**src/rtl/clmul_birimi.sv**
```systemverilog
// clmul_birimi: iterative carry-less (GF(2)) multiplier with clmul/clmulh/clmulr modes.
// Consumes ADIM_BIT multiplier bits per cycle; valid/ready on both sides, flushable.
module clmul_birimi #(
  parameter int VERI_GENISLIGI = 32,
  parameter int ADIM_BIT       = 4
) (
  input  logic                      clk_i,
  input  logic                      rst_i,
  input  logic                      gecerli_i,
  output logic                      hazir_o,
  input  logic [VERI_GENISLIGI-1:0] sayi1_i,
  input  logic [VERI_GENISLIGI-1:0] sayi2_i,
  input  logic [1:0]                islem_i,
  input  logic                      iptal_i,
  output logic                      gecerli_o,
  input  logic                      hazir_i,
  output logic [VERI_GENISLIGI-1:0] sonuc_o
);

  localparam int W  = VERI_GENISLIGI;
  localparam int N  = W / ADIM_BIT;
  localparam int CW = (N > 1) ? $clog2(N) : 1;

  // Reject parameter sets where the step size does not tile the operand width.
  generate
    if (W < 2 || ADIM_BIT < 1 || (W % ADIM_BIT) != 0) begin : g_paramCheck
      $error("clmul_birimi: ADIM_BIT must divide VERI_GENISLIGI and width must be >= 2");
    end
  endgenerate

  typedef enum logic [1:0] {
    BOSTA   = 2'b00,
    HESAPLA = 2'b01,
    SONUC   = 2'b10
  } durum_t;

  durum_t          r_durum;
  durum_t          w_sonrakiDurum;
  logic [2*W-1:0]  r_a2;
  logic [W-1:0]    r_b;
  logic [1:0]      r_islem;
  logic [2*W-1:0]  r_acc;
  logic [CW-1:0]   r_sayac;
  logic            r_gecerli;
  logic [W-1:0]    r_sonuc;
  logic [2*W-1:0]  w_kismi;
  logic [2*W-1:0]  w_accSonraki;
  logic [W-1:0]    w_secilen;
  logic            w_kabul;
  logic            w_sonAdim;

  assign w_kabul   = gecerli_i & hazir_o;
  assign w_sonAdim = (r_durum == HESAPLA) && (r_sayac == CW'(N - 1));

  // XOR together the shifted multiplicand for every set bit in this step's multiplier slice.
  // r_a2 already carries the counter*ADIM_BIT offset, so only the in-step offset j is added here.
  always_comb begin
    w_kismi = '0;
    for (int j = 0; j < ADIM_BIT; j++) begin
      if (r_b[j]) begin
        w_kismi = w_kismi ^ (r_a2 << j);
      end
    end
    w_accSonraki = r_acc ^ w_kismi;
  end

  // Pick the result window from the product that the final step produces.
  always_comb begin
    case (r_islem)
      2'b01:   w_secilen = w_accSonraki[2*W-1:W];
      2'b10:   w_secilen = w_accSonraki[2*W-2:W-1];
      default: w_secilen = w_accSonraki[W-1:0];
    endcase
  end

  // State register; reset dominates everything else.
  always_ff @(posedge clk_i) begin
    if (rst_i) begin
      r_durum <= BOSTA;
    end else begin
      r_durum <= w_sonrakiDurum;
    end
  end

  // Next-state logic; a flush returns to idle from any state, ahead of accept or handoff.
  always_comb begin
    w_sonrakiDurum = r_durum;
    if (iptal_i) begin
      w_sonrakiDurum = BOSTA;
    end else begin
      case (r_durum)
        BOSTA:   if (w_kabul) w_sonrakiDurum = HESAPLA;
        HESAPLA: if (w_sonAdim) w_sonrakiDurum = SONUC;
        SONUC:   if (hazir_i) w_sonrakiDurum = BOSTA;
        default: w_sonrakiDurum = BOSTA;
      endcase
    end
  end

  // Outputs: ready only when idle and not being reset or flushed; result side is registered.
  always_comb begin
    hazir_o   = (r_durum == BOSTA) && !rst_i && !iptal_i;
    gecerli_o = r_gecerli;
    sonuc_o   = r_sonuc;
  end

  // Datapath: latch operands on accept, accumulate one slice per step, publish on the last step.
  always_ff @(posedge clk_i) begin
    if (rst_i) begin
      r_a2      <= '0;
      r_b       <= '0;
      r_islem   <= '0;
      r_acc     <= '0;
      r_sayac   <= '0;
      r_gecerli <= 1'b0;
      r_sonuc   <= '0;
    end else if (iptal_i) begin
      r_acc     <= '0;
      r_sayac   <= '0;
      r_gecerli <= 1'b0;
    end else begin
      case (r_durum)
        BOSTA: begin
          if (w_kabul) begin
            r_a2    <= {{W{1'b0}}, sayi1_i};
            r_b     <= sayi2_i;
            r_islem <= islem_i;
            r_acc   <= '0;
            r_sayac <= '0;
          end
        end
        HESAPLA: begin
          r_acc   <= w_accSonraki;
          r_a2    <= r_a2 << ADIM_BIT;
          r_b     <= r_b >> ADIM_BIT;
          r_sayac <= r_sayac + CW'(1);
          if (w_sonAdim) begin
            r_sonuc   <= w_secilen;
            r_gecerli <= 1'b1;
          end
        end
        SONUC: begin
          if (hazir_i) r_gecerli <= 1'b0;
        end
        default: r_gecerli <= 1'b0;
      endcase
    end
  end

endmodule

```
**config.mk**
```make
export PLATFORM = sky130hd
export DESIGN_NAME = clmul_birimi
export DESIGN_NICKNAME = d
export VERILOG_FILES = /design/src/rtl/clmul_birimi.sv
export SDC_FILE = /design/constraint.sdc
export NUM_CORES = 1
export LEC_CHECK = 0
export BUFFER_PORTS_ARGS = -buffer_cell sky130_fd_sc_hd__buf_2
export CORE_AREA = 10 10 171 173
export CTS_CLUSTER_SIZE = 12
export DETAILED_ROUTE_END_ITERATION = 7
export DIE_AREA = 0 0 181 183
export PLACE_DENSITY = 0.72
export RECOVER_POWER = 25
export SETUP_SLACK_MARGIN = 0.15
export SLEW_MARGIN = 25
export SYNTH_ARGS = -nofsm -noshare
export SYNTH_HDL_FRONTEND = slang
export SYNTH_SLANG_ARGS = --single-unit
```
**constraint.sdc**
```tcl
create_clock -name clk_i -period 1.9 [get_ports clk_i]
set_clock_uncertainty 0.2 [all_clocks]
set_input_delay 0.38 -clock clk_i [delete_from_list [all_inputs] [get_ports clk_i]]
set_output_delay 0.38 -clock clk_i [all_outputs]
set_load 0.02 [all_outputs]
```
== Yosys cells after proc, flatten, opt, wreduce, memory -nomap -nowiden ==
Index checks and enable logic that the tools add are counted.

* Eq/ne operators: 8
* Bitwise gates (word level): 7
* Reduce and logical (&&, ||, !) cells: 14
* Multiplexer cells: 20
* $add $sub $neg: 1

{| class="wikitable"
|+ Operators with widths
! cell !! number
|-
| $mux 64 || 6
|-
| $pmux 64 s2 || 2
|-
| $xor 64x64->64 || 4
|-
| $pmux 32 s2 || 2
|-
| $mux 32 || 1
|-
| $reduce_and 3->1 || 5
|-
| $mux 2 || 3
|-
| $ne 2x2->1 const B || 3
|-
| $pmux 2 s3 || 1
|-
| $pmux 3 s2 || 1
|-
| $eq 2x1->1 const B || 2
|-
| $eq 2x2->1 const B || 2
|-
| $add 3x1->3 const B || 1
|-
| $eq 3x3->1 const B || 1
|-
| $logic_and 1x1->1 || 3
|-
| $mux 3 || 1
|-
| $pmux 1 s3 || 1
|-
| $logic_not 1->1 || 2
|-
| $logic_not 2->1 || 1
|-
| $mux 1 || 2
|-
| $not 1->1 || 2
|-
| $reduce_and 2->1 || 1
|-
| $reduce_bool 2->1 || 1
|-
| $reduce_or 2->1 || 1
|-
| $and 1x1->1 || 1
|}

* Input bits: 71
* Bits in registers: 200

== Longest topological paths before layout ==
Gate-level depths: netlist (run 1).

* Depth in word-level cells: 9
* Depth in mapped cells: 8
* Depth with buffers taken out: 7

== Worst setup path before layout (run 1) ==
Ideal clock, no wire load.

* Path kind: input to register
* From: input port rst_i
* To: register r_islem[0]
* Required time: 1.568 ns
* Data arrival time: 1.644 ns
* Library setup time: 0.132 ns
* Setup slack: -0.077 ns
* Stages: 6
* Buffers on the path: 1
* Path through: or2_1 buf_2 nor3_1 nand2_1 nand2_1 a21oi_1

* Cells in the longest elaborated chain, start to end: 5

{| class="wikitable"
|+ Ends and longest elaborated chain
! what !! line !! source
|-
| start: declaration || 8 || <nowiki>input logic rst_i,</nowiki>
|-
| $logic_not 1->1 || 102 || <nowiki>hazir_o = (r_durum == BOSTA) && !rst_i && !iptal_i;</nowiki>
|-
| $logic_and 1x1->1 (2 in a row) || 102 ||
|-
| via hazir_o || 10 || <nowiki>output logic hazir_o,</nowiki>
|-
| $and 1x1->1 || 52 || <nowiki>assign w_kabul = gecerli_i & hazir_o;</nowiki>
|-
| $reduce_and 3->1 (no line) || -- ||
|-
| end signal: assignment || 127 || <nowiki>r_islem <= islem_i;</nowiki>
|-
| end: declaration || 41 || <nowiki>logic [1:0] r_islem;</nowiki>
|}

The timed path passes the listed nets, and every way through them passes these cells.
A chain may end at the register's enable or synchronous reset.

== Final worst setup path (run 1) ==
* From: register r_b[3]
* To: register r_sonuc[19], in the netlist sonuc_o[19]

* Cells in the longest elaborated chain, start to end: 3

{| class="wikitable"
|+ Ends and longest elaborated chain
! what !! line !! source
|-
| start: declaration || 40 || <nowiki>logic [W-1:0] r_b;</nowiki>
|-
| start signal: assignment || 126 || <nowiki>r_b <= sayi2_i;</nowiki>
|-
| start signal: assignment || 135 || <nowiki>r_b <= r_b >> ADIM_BIT;</nowiki>
|-
| $mux 64 || 60 || <nowiki>if (r_b[j]) begin</nowiki>
|-
| $xor 64x64->64 || 64 || <nowiki>w_accSonraki = r_acc ^ w_kismi;</nowiki>
|-
| $pmux 32 s2 || 69 || <nowiki>case (r_islem)</nowiki>
|-
| end signal: assignment || 138 || <nowiki>r_sonuc <= w_secilen;</nowiki>
|-
| end: declaration || 45 || <nowiki>logic [W-1:0] r_sonuc;</nowiki>
|}

No other way between the ends.

==> results of run 1 <==
==> flip-flops by register name, indices dropped and copies added (netlist names) <==
name	cells
r_islem	2
r_b	32
sonuc_o	32
r_a2	64
gecerli_o	1
r_sayac	3
r_durum	2
r_acc	64
==> cells in the final DEF, fill, tap and decap left out, types with 37 or more instances in the layout <==
cell,Yosys,routed
a22oi_1,101,63
a22oi_2,0,38
a311oi_1,56,46
buf_2,44,74
buf_4,6,102
dfxtp_1,200,192
nand2_1,463,412
nand2_2,0,37
nor2_1,126,116
xnor2_2,0,56
xnor3_1,61,58
xor2_1,63,47
==> metrics by stage <==
step	cells	area, um2	setup slack [ns]
CTS	1899	14700	-0.0830
floorplan	1396	11500	0.131
finish	1947	16200	-0.239
detailed placement	1830	12900	-0.305
global placement	1830	12900	-0.272
global route	1946	16200	-0.275
==> path summary, 6_finish.rpt <==
| kind | slack [ns] | start | cells past startpoint | end |
|---|---|---|---|---|
| max reg2reg | -0.24 | r_b[3]$_SDFFE_PP0P_ | 7 | sonuc_o[19]$_SDFFE_PP0P_ |
| max | -0.24 | r_b[3]$_SDFFE_PP0P_ | 7 | sonuc_o[19]$_SDFFE_PP0P_ |
| min | -0.005 | sayi2_i[1] | 3 | r_b[1]$_SDFFE_PP0P_ |
| min reg2reg | 0.25 | r_b[30]$_SDFFE_PP0P_ | 2 | r_b[30]$_SDFFE_PP0P_ |
==> worst max-delay path: stages (launching register included) <==
cell and delay (ns):
dfxtp_4 0.38, buf_12 0.18, buf_12 0.18, nand2_2 0.07, xnor3_1 0.38, xnor2_2 0.23
nand2_1 0.26, o211ai_1 0.17
==> what timing repair did <==
action                                 4_1_cts  5_1_grt
hold buffers                                17        0
gates resized for setup                    116      213
setup buffers                               12       33
endpoints found under the hold margin       17        0
setup endpoints to repair                   96      122
pin swaps                                   69      173
gates cloned                                 8       14
==> layout make-up <==
| type | instances | area, um2 |
|---|---|---|
| Multi-Input combinational cell | 1078 | 8260 |
| Timing Repair Buffer | 297 | 2870 |
| Inverter | 4 | 15.0 |
| Fill cell | 1808 | 9520 |
| Clock inverter | 13 | 214 |
| Clock buffer | 19 | 443 |
| Tap cell | 335 | 419 |
| Antenna cell | 1 | 2.50 |
| Sequential cell | 200 | 4030 |
==> power groups by stage <==
stage | Sequential [mW] | Combinational, mW | Clock, mW
finish | 4.37 | 1.45 | 4.16
global route | 4.38 | 1.51 | 4.29
CTS | 4.36 | 1.11 | 4.12
detailed placement | 4.45 | 0.947 | 0
global placement | 4.45 | 0.937 | 0
floorplan | 4.43 | 0.572 | 0
==> per-layer routing <==
metal  share of wire  GRT usage
met1            0.36      0.249
met2            0.48      0.363
met3           0.087     0.0333
met4           0.070      0.112
met5               0          0
==> kinds of logic (layout without fill, tap and decap cells) <==
logic type      count (synthesis)  count (layout)  share of synthesized area
mux                             1               1                   0.000879
other cells                     0               1                          0
buf+inv                       120             333                     0.0511
fa+ha+maj                       4               4                    0.00439
compound gates                239             239                      0.153
xor+xnor                      189             189                      0.219
simple gates                  643             645                      0.220
flops                         200             200                      0.351
==> summary.txt, run 1 <==
Switching Power -> 2.68 mW
clock sink total -> 200
CTS tree -> yes
crit start category -> flip-flop
layout cell share with drive strength beyond 1 -> 0.331
Synth Flop Type -> dfxtp_1
Seq/Total Area, Yosys -> 0.351
Initial Util -> 0.442
kind of critical path -> flip-flop to flip-flop
Seq pwr share -> 0.438
Pre-antenna DRT Iters -> 6
setup TNS -> -6.37 ns
DIE AREA -> 0.0331 mm2
count leader, synth -> nand2_1
Post-Syn Instances -> 1396
die extent in x -> 181 um
Post-synth EDFFs -> 0
worst-case vdd ir drop -> 0.000654 V
total CTS buffers -> 17
Overall Global Routing Usage -> 0.211
detailed-placement wirelength estimate -> 22.2 mm
clock root buffer -> clkbuf_16
Int Pwr -> 7.31 mW
DRC -> 0
hold slack -> -0.00533 ns
synth top area cells -> dfxtp_1, nand2_1, xnor3_1
slew at the pin with the worst max-slew slack -> 0.692 ns
top cell type's share of synthesized area -> 0.351
LEAKAGE -> 6.78 nW
Nets -> 1673
initial antenna violation count -> 0
routability congestion estimate from global placement -> 0.851
clk buf depth -> 2
Sw Share -> 0.268
final worst path period share -> 1.13
htree depth -> 4
Core Region -> 0.0258 mm2
Ys Warns -> 0
Netlist cell types -> 34
clock transition at the registers of the reported paths -> 0.07 ns
Buffers on Ports -> 104
total grt overflow -> 0
via count -> 11800
required time of the critical path -> 2.07 ns
Layout area overhead -> 42.6%
post-route worst setup slack -> -0.239 ns
ys async rst share -> 0
Final setup viols -> 80
CP max FO -> 20
Hold Path Class -> input pin to flip-flop
part of the power in the clock network -> 0.417
status -> finished, violations left
max_slew headroom -> 0.539
unrepaired setup endpoints after global routing -> yes
I/O pins -> 105
syn nets -> 1471
pins over their slew limit -> 0
total of max-cap violations -> 0
Clock Latency Late Sink -> 0.45 ns
Worst Path Arrival -> 2.31 ns
Worst setup EP type -> flip-flop
number of global-route vias before repair -> 10800
most frequent cells after synthesis -> nand2_1, dfxtp_1, nor2_1
post-synth top area cell -> dfxtp_1
Synth Cell Area -> 0.0114 mm2
largest net degree at the start of global routing -> 56
drt via density -> 6.08
fmax -> 468 MHz
Pwr Total -> 9.98 mW
#FFs+latches synth -> 200
logic gate share of total power -> 0.145
post-route ant nets -> 0
routed len/inst -> 22.5 um
power per cell area -> 614 mW/mm2
post-layout util -> 0.631
Avg Inst Size Synth -> 8.16 um2
final-report hold violation count -> 3
DR iter-0 viols -> 1302
FP Rows -> 59
Period minus WS final -> 2.14 ns
failing checks -> negative hold slack, negative setup slack
die height -> 183 um
first-pass GRT wire length -> 57.1 mm
WL final -> 43.8 mm
No activity file was read; power rests on OpenSTA's default activity.
==> run 2, diff against run 1 <==
--- a/config.mk
+++ b/config.mk
@@ -6,10 +6,12 @@
 export NUM_CORES = 1
 export LEC_CHECK = 0
 export BUFFER_PORTS_ARGS = -buffer_cell sky130_fd_sc_hd__buf_2
-export CORE_AREA = 10 10 171 173
+export CORE_AREA = 3 3 164 166
+export CTS_BUF_LIST = sky130_fd_sc_hd__clkbuf_16
 export CTS_CLUSTER_SIZE = 12
 export DETAILED_ROUTE_END_ITERATION = 7
-export DIE_AREA = 0 0 181 183
+export DIE_AREA = 0 0 167 169
+export HOLD_SLACK_MARGIN = 0.08
 export PLACE_DENSITY = 0.72
 export RECOVER_POWER = 25
 export SETUP_SLACK_MARGIN = 0.15
==> run 2 against run 1 <==
  * The run ends with negative setup slack left
  * Global-route usage up 5.0 points
  * Core utilization up 6.0 points
  * Wire length up 29%
  * Setup slack worse by 0.27 ns
  * Die area down 15%
  * Sequential power up 0.9%
  * Flip-flop and latch count unchanged
  * Critical path type unchanged
  * Largest cell class unchanged
  * Largest power group unchanged
  * Highest routed layer unchanged
==> summary.txt, run 2 (synthesis gave the netlist of run 1 again) <==
Initial Util -> 0.442 (unchanged)
WL final -> 56.7 mm (+29%)
FP Rows -> 59 (unchanged)
fmax -> 416 MHz (-11%)
Worst Path Arrival -> 2.52 ns (+0.21 ns)
hold slack -> 0.140 ns (+0.146 ns)
Worst path max stage delay -> 0.40 ns (+0.02 ns)
via count -> 13600 (+15%)
number of global-route vias before repair -> 11200 (+3.8%)
detailed-placement wirelength estimate -> 21.3 mm (-4.2%)
clk buf depth -> 2 (unchanged)
LEAKAGE -> 7.52 nW (+11%)
biggest regs -> r_a2 x64, r_acc x64
CTS tree -> yes
post-route worst setup slack -> -0.505 ns (-0.266 ns)
clock root buffer -> clkbuf_16
clock sink total -> 200 (unchanged)
Final setup viols -> 105 (+31%)
Overall Global Routing Usage -> 0.261 (+0.0500)
crit start category -> flip-flop
pins over their slew limit -> 0 (unchanged)
Clock Latency Late Sink -> 0.46 ns (about the same)
power per cell area -> 569 mW/mm2 (-7.3%)
unrepaired setup endpoints after global routing -> yes
total of max-cap violations -> 0 (unchanged)
Pre-antenna DRT Iters -> 8 (+2)
slew at the pin with the worst max-slew slack -> 1.15 ns (+0.462 ns)
final-report hold violation count -> 0 (-3)
Hold Path Class -> input pin to flip-flop
Core Region -> 0.0258 mm2 (unchanged)
layout cell share with drive strength beyond 1 -> 0.386 (+0.0547)
first-pass GRT wire length -> 59.1 mm (+3.5%)
Layout area overhead -> 56.2%
Pwr Total -> 10.1 mW (+1.5%)
worst-case vdd ir drop -> 0.000714 V (+9.3%)
CP max FO -> 6 (-70%)
clock transition at the registers of the reported paths -> 0.09 ns (+0.02 ns)
total CTS buffers -> 17 (unchanged)
Nets -> 1761 (+5.3%)
routed len/inst -> 27.9 um (+24%)
kind of critical path -> flip-flop to flip-flop
largest net degree at the start of global routing -> 97 (+73%)
total grt overflow -> 0 (unchanged)
Buffers on Ports -> 104 (unchanged)
post-route ant nets -> 0 (unchanged)
required time of the critical path -> 2.01 ns (-0.06 ns)
DRC -> 0 (unchanged)
I/O pins -> 105 (unchanged)
die extent in x -> 167 um (-7.7%)
DIE AREA -> 0.0282 mm2 (-15%)
worst slack, placed -> -0.338 ns (-0.0331 ns)
Period minus WS final -> 2.40 ns (+0.266 ns)
critical-path cell list -> buf_12 > buf_12 > buf_8 > nand2_2 > xnor3_1 > xnor2_1 > buf_4 > a22oi_1 > nor2_1
final worst path period share -> 1.27 (+0.140)
commonest cells after routing, fill and taps aside -> nand2_1, dfxtp_1, buf_4
Placed Area -> 0.0129 mm2 (-0.15%)
initial antenna violation count -> 0 (unchanged)
Worst setup EP type -> flip-flop
most common cell after layout, fill and taps aside -> nand2_1
htree depth -> 4 (unchanged)
routability congestion estimate from global placement -> 0.847 (-0.52%)
drt via density -> 6.70 (+10%)
fin area -> 0.0178 mm2 (+9.5%)
die height -> 169 um (-7.7%)
failing checks -> negative setup slack
DR iter-0 viols -> 2564 (+97%)
status -> finished, violations left
CP most frequent cell -> buf_12
CP max stage cell -> xnor3_1
max_slew headroom -> 0.230 (-0.308)
run 2: cell types whose count changed in the layout (fill, tap and decap cells not counted), moves of 19 or more:
cell           change
dlygate4sd3_1     +52
a311oi_2          +27
buf_6             +22
nand3_2           +19
nor2_2            +19
nor2_1            -31
a311oi_1          -26
run 2: power by group:
part	leakage, nW	switching [mW]	total (mW)	internal [mW]
Sequential	1.62	0.139	4.41	4.27
Clock	0.290	1.91	3.76	1.85
Combinational	5.61	1.06	1.97	0.912
Total	7.52	3.10	10.1	7.03
run 2: final cells by class:
class | count | area (um2)
Multi-Input combinational cell | 1078 | 8630
Fill cell | 1467 | 7970
Timing Repair Buffer | 385 | 4140
Sequential cell | 200 | 4020
Clock buffer | 17 | 425
Tap cell | 335 | 419
Clock inverter | 15 | 140
Inverter | 4 | 15.0
Antenna cell | 1 | 2.50
run 2: routing by layer:
metal / track usage / up-vias / share of wire
li1: - / 5310 / -
met1: 0.315 / 6343 / 0.32
met2: 0.447 / 1417 / 0.43
met3: 0.0418 / 555 / 0.13
met4: 0.140 / 0 / 0.12
met5: 0 / - / 0
run 2: worst paths after layout:
kind | cells after the start | to | from | slack, ns
hold reg to reg | 2 | gecerli_o$_SDFFE_PP0P_ | gecerli_o$_SDFFE_PP0P_ | 0.26
setup / recovery | 9 | r_acc[34]$_SDFFE_PP0P_ | r_b[0]$_SDFFE_PP0P_ | -0.50
hold / removal | 3 | r_b[3]$_SDFFE_PP0P_ | sayi2_i[3] | 0.14
setup reg to reg | 9 | r_acc[34]$_SDFFE_PP0P_ | r_b[0]$_SDFFE_PP0P_ | -0.50
run 2: worst max-delay path: cells and delay by family (launching register included):
family                    cells  cell delay (ns)
and+or+nand+nor               2             0.25
buffers and inverters         4             0.60
xor gates and xnor gates      2             0.61
DFF                           1             0.34
AOI/OAI and AO/OA             1             0.25
run 2: through the flow:
stage | util | TNS, ns | std cells
after global placement | 0.501 | -10.20 | 1824
after global routing | 0.691 | -17.78 | 2034
after detailed placement | 0.501 | -12.93 | 1824
final | 0.691 | -12.94 | 2035
after floorplan | - | 0 | 1396
after CTS | 0.604 | -1.84 | 1969
run 2: repair_timing:
action	in CTS	in global routing
endpoints found under the hold margin	68	0
endpoints found under the setup margin	121	189
pin swaps	84	274
resized for setup	148	337
buffers inserted	25	43
cloned	19	22
hold buffers	69	0
